File: src/rtl/keypad_entry.sv
// keypad_entry
//   Collects decimal key presses from the keypad scanner into a BCD entry
//   buffer, supports backspace/clear/enter, converts the entry to binary
//   one nibble per cycle and offers the result on a valid/ready handshake.
//
// Ports
//   clk, rst_n        clock, async active-low reset
//   key, key_valid    scanner key code and its one-clock strobe
//   entry             BCD buffer, newest digit in nibble 0
//   digit_count       digits currently held (0..DIGITS)
//   value             binary result of the last conversion
//   value_valid       result offered, held until value_ready
//   value_ready       downstream accepts value
//   busy              converting or holding a result
//   err               one-clock pulse per rejected/dropped key
module keypad_entry #(
  parameter int DIGITS = 4,
  parameter int WIDTH  = 14,
  parameter int CW     = 3
) (
  input  logic                clk,
  input  logic                rst_n,
  input  logic [3:0]          key,
  input  logic                key_valid,
  output logic [4*DIGITS-1:0] entry,
  output logic [CW-1:0]       digit_count,
  output logic [WIDTH-1:0]    value,
  output logic                value_valid,
  input  logic                value_ready,
  output logic                busy,
  output logic                err
);

  localparam int EW = 4 * DIGITS;
  localparam int IW = (DIGITS > 1) ? $clog2(DIGITS) : 1;

  typedef enum logic [1:0] {ENTRY, CONVERT, HOLD} state_t;

  state_t           state_q;
  logic [EW-1:0]    entry_q;
  logic [CW-1:0]    cnt_q;
  logic [WIDTH-1:0] acc_q;
  logic [IW-1:0]    idx_q;
  logic [WIDTH-1:0] value_q;
  logic             vv_q;
  logic             busy_q;
  logic             err_q;

  logic [3:0]       nib;
  logic [WIDTH-1:0] acc_d;

  // Current nibble under conversion and acc*10 + nibble (shift-add, wraps at WIDTH)
  always_comb begin
    nib   = entry_q[{idx_q, 2'b00} +: 4];
    acc_d = (acc_q << 3) + (acc_q << 1) + WIDTH'(nib);
  end

  always_ff @(posedge clk or negedge rst_n) begin
    if (!rst_n) begin
      state_q <= ENTRY;
      entry_q <= '0;
      cnt_q   <= '0;
      acc_q   <= '0;
      idx_q   <= '0;
      value_q <= '0;
      vv_q    <= 1'b0;
      busy_q  <= 1'b0;
      err_q   <= 1'b0;
    end else begin
      err_q <= 1'b0;
      case (state_q)
        ENTRY: begin
          if (key_valid) begin
            case (key)
              4'h0, 4'h1, 4'h2, 4'h3, 4'h4,
              4'h5, 4'h6, 4'h7, 4'h8, 4'h9: begin
                if (cnt_q != CW'(DIGITS)) begin
                  entry_q <= (entry_q << 4) | EW'(key);
                  cnt_q   <= cnt_q + CW'(1);
                end else begin
                  err_q <= 1'b1;
                end
              end
              4'hA: begin
                if (cnt_q == '0) begin
                  err_q <= 1'b1;
                end else begin
                  state_q <= CONVERT;
                  busy_q  <= 1'b1;
                  acc_q   <= '0;
                  idx_q   <= IW'(DIGITS - 1);
                end
              end
              4'hB: begin
                if (cnt_q != '0) begin
                  entry_q <= entry_q >> 4;
                  cnt_q   <= cnt_q - CW'(1);
                end
              end
              4'hC: begin
                entry_q <= '0;
                cnt_q   <= '0;
              end
              default: err_q <= 1'b1;
            endcase
          end
        end
        CONVERT: begin
          // Keys are not buffered while busy
          err_q <= key_valid;
          acc_q <= acc_d;
          if (idx_q == '0) begin
            state_q <= HOLD;
            value_q <= acc_d;
            vv_q    <= 1'b1;
            entry_q <= '0;
            cnt_q   <= '0;
          end else begin
            idx_q <= idx_q - IW'(1);
          end
        end
        HOLD: begin
          err_q <= key_valid;
          if (value_ready) begin
            vv_q    <= 1'b0;
            busy_q  <= 1'b0;
            state_q <= ENTRY;
          end
        end
        default: begin
          state_q <= ENTRY;
          busy_q  <= 1'b0;
          vv_q    <= 1'b0;
        end
      endcase
    end
  end

  assign entry       = entry_q;
  assign digit_count = cnt_q;
  assign value       = value_q;
  assign value_valid = vv_q;
  assign busy        = busy_q;
  assign err         = err_q;

endmodule
File: config.mk
export PLATFORM = sky130hd
export DESIGN_NAME = keypad_entry
export DESIGN_NICKNAME = d
export VERILOG_FILES = /design/src/rtl/keypad_entry.sv
export SDC_FILE = /design/constraint.sdc
export NUM_CORES = 1
export LEC_CHECK = 0
export BUFFER_PORTS_ARGS = -buffer_cell sky130_fd_sc_hd__buf_2
export CAP_MARGIN = 20
export CORE_MARGIN = 2
export CORE_UTILIZATION = 62
export CTS_CLUSTER_SIZE = 12
export DETAILED_ROUTE_END_ITERATION = 16
export PLACE_DENSITY = 0.92
export REMOVE_ABC_BUFFERS = 1
export SYNTH_ARGS = -nofsm -noshare
export SYNTH_HDL_FRONTEND = slang
export SYNTH_SLANG_ARGS = --single-unit
File: constraint.sdc
create_clock -name clk -period 6.72 [get_ports clk]
set_input_delay 0.336 -clock clk [delete_from_list [all_inputs] [get_ports clk]]
set_output_delay 0.336 -clock clk [all_outputs]
set_load 0.01 [all_outputs]
==> qor.csv <==
metric;value;unit
status;finished, final reports clean;
H-tree levels;2;
depth of the most critical reg-to-reg path;9;
Max-cap violations;0;
most common library cell in the layout ignoring fill and taps;dfrtp_1;
final hold vios;0;
synth unique cells;53;
reg-to-reg endpoint;acc_q[12];
largest net degree at the start of global routing;54;
Layout Skew;15.34;ps
#FFs+latches synth;53;
Setup TNS;0;ps
gpl congestion;0.8581;
initial antenna violation count;0;
core footprint;0.005075;sq mm
share of layout cells above drive strength 1;0.2111;
first-pass GRT wire length;11700;um
Yosys warning count;0;
All-Layer GR Usage;0.2515;
minimum clock period;3332;ps
Slew @ Worst Pin;848.3;ps
Max Clk Rate;0.3001;GHz
RSZ-0062 raised after global routing;false;
register area share after synthesis;0.4115;
Clk pin slew, worst setup/hold paths;110;ps
Area Growth Syn to Fin;10.68;%
drt pass-1 iters;5;
Slew HR;0.4345;
clk sink count;53;
die span in x;76.10;um
Post-Route Utilization;0.7029;
Post-synth ARST share;1.000;
clock latency on the worst-skew pair;320;ps
Crit Path Class;flop to flop;
fill cell count;406;
syn_area_per_cell;9.979;sq um
Synth Cell Area;0.003223;sq mm
TritonCTS buffer count;5;
final setup vio count;0;
Crit Reg-Reg Startpoint;idx_q[0];
Starting Density;0.6351;
hold_buf cts;0;
CP Capture Type;flop;
cts repair resizes;0;
Final HPWL DP;5120;um
critical path fanouts, max;7;
clk buf depth;2;
Tcrit/Tclk final;0.4958;
startpoint types;flop;
DRC;0;
Antenna Cells;0;
CP Data Required Time;6930;ps
most frequent cells in the layout;53 x dfrtp_1, 43 x buf_2, 40 x nand2_1;
final wirelength;6999;um
Post-CTS Setup Bufs;0;
Final Hold Slack;121.0;ps
EDFF count, synth;0;
type of the most critical hold path;input port to asynchronous set/reset pin;
top-level I/O count;44;
nets@finish;397;
Die Ht;76.10;um
# port buffers;43;
die footprint;0.005791;sq mm
TritonCTS clock tree;yes;
Post-Synthesis Cells;323;
Cell Pwr Density;441.3;mW/mm^2
Vias per Instance;6.021;
max-slew violation count;0;
Critical Path AT;3540;ps
Top FF cell, synth;dfrtp_1;
worst vdd ir;263.7;uV
R2R Setup Slk;3390;ps
Clock Tree Root;clkbuf_8;
Wirelength per Cell;16.28;um
GRT overflow;0;
vias in the first global route;2506;
Routed Antenna Nets;0;
initial drt markers;167;
P_leak;1.823;nW
Cell Rows;26;
vias;2589;
-- metal layers --
layer	track usage	vias up	routed length, um
met4	0.08364	0	103
met5	0	-	0
met1	0.3170	1252	3036
met2	0.4420	83	3499
li1	-	1243	-
met3	0.04265	11	360
-- sequential cells by signal (all words and copies together) (netlist names), 2 cells and up --
name	flops
acc_q	13
entry	16
value	14
digit_count	3
state_q	2
idx_q	2
-- critical path: stages, from the launching register on --
cell and delay [ps]:
dfrtp_1 540, mux4_2 540, inv_1 80, fa_1 460
fa_1 490, nor2b_1 190, o2111ai_1 180, a211oi_1 320
o21ai_0 160, a32o_1 260
-- power by group --
part	leakage, nW	internal, mW	switching, mW
clock network	0.0512	0.0838	0.110
registers	0.715	0.444	0.127
logic	1.06	0.344	0.465
total	1.82	0.872	0.702
-- per-stage QoR --
| stage | total power [mW] | instance area [sq um] | setup WS [ps] | instances |
|---|---|---|---|---|
| after floorplan | 1.111 | 3147 | 3675 | 307 |
| after global placement | 1.335 | 3471 | 3513 | 422 |
| after detailed placement | 1.384 | 3471 | 3433 | 422 |
| after CTS | 1.577 | 3567 | 3403 | 430 |
| after global routing | 1.702 | 3567 | 3137 | 430 |
| final | 1.574 | 3567 | 3388 | 430 |
-- how the worst max path moves through the flow --
stage / from / end / slack [ps] / cells after the start
global placement: idx_q[0] / acc_q[12] / 3510 / 9
CTS: idx_q[0] / acc_q[12] / 3400 / 9
finish: idx_q[0] / acc_q[12] / 3390 / 9
detailed placement: idx_q[0] / acc_q[12] / 3430 / 9
floorplan: idx_q[0] / acc_q[12] / 3670 / 9
global route: idx_q[0] / acc_q[12] / 3140 / 9
-- area by class of cell --
class | count | area, sq um | area share
sequential | 53 | 1326 | 0.3718
timing repair buffer | 45 | 230.2 | 0.06454
clock buffer | 6 | 82.58 | 0.02315
clock inverter | 2 | 13.76 | 0.003858
multi-input combinational | 237 | 1763 | 0.4942
inverter | 17 | 63.81 | 0.01789
tap | 70 | 87.58 | 0.02455
-- cell families after synthesis --
kind of cell / after synthesis / synth area share
adder cells (fa/ha/maj): 30 / 0.1234
multiplexers: 13 / 0.05940
AND/OR/NAND/NOR: 88 / 0.1374
flip-flops: 53 / 0.4115
AO/OA/AOI/OAI: 98 / 0.2030
buffers and inverters: 33 / 0.04348
XOR/XNOR: 8 / 0.02174
-- Yosys cell counts, types with 3 or more instances --
master	number	area, sq um
a21o_1	5	37.54
a22oi_1	7	52.55
fa_1	3	60.06
nand2b_1	3	18.77
nand3_1	4	20.02
dfrtp_1	53	1326
a21oi_1	18	90.09
a22o_1	7	61.31
and2_1	6	37.54
o21ai_0	30	150.1
mux2_2	9	101.4
nor3_1	3	15.01
or3_1	4	25.02
a31o_2	4	35.03
nand2_1	40	150.1
a32o_1	4	40.04
clkbuf_1	7	26.28
buf_2	7	35.03
xnor2_1	6	52.55
o31ai_1	3	22.52
inv_1	17	63.81
mux4_2	4	90.09
nor2_1	8	30.03
ha_1	27	337.8
nor2b_1	9	56.30
Note: power is estimated with default switching activity, not from simulation.
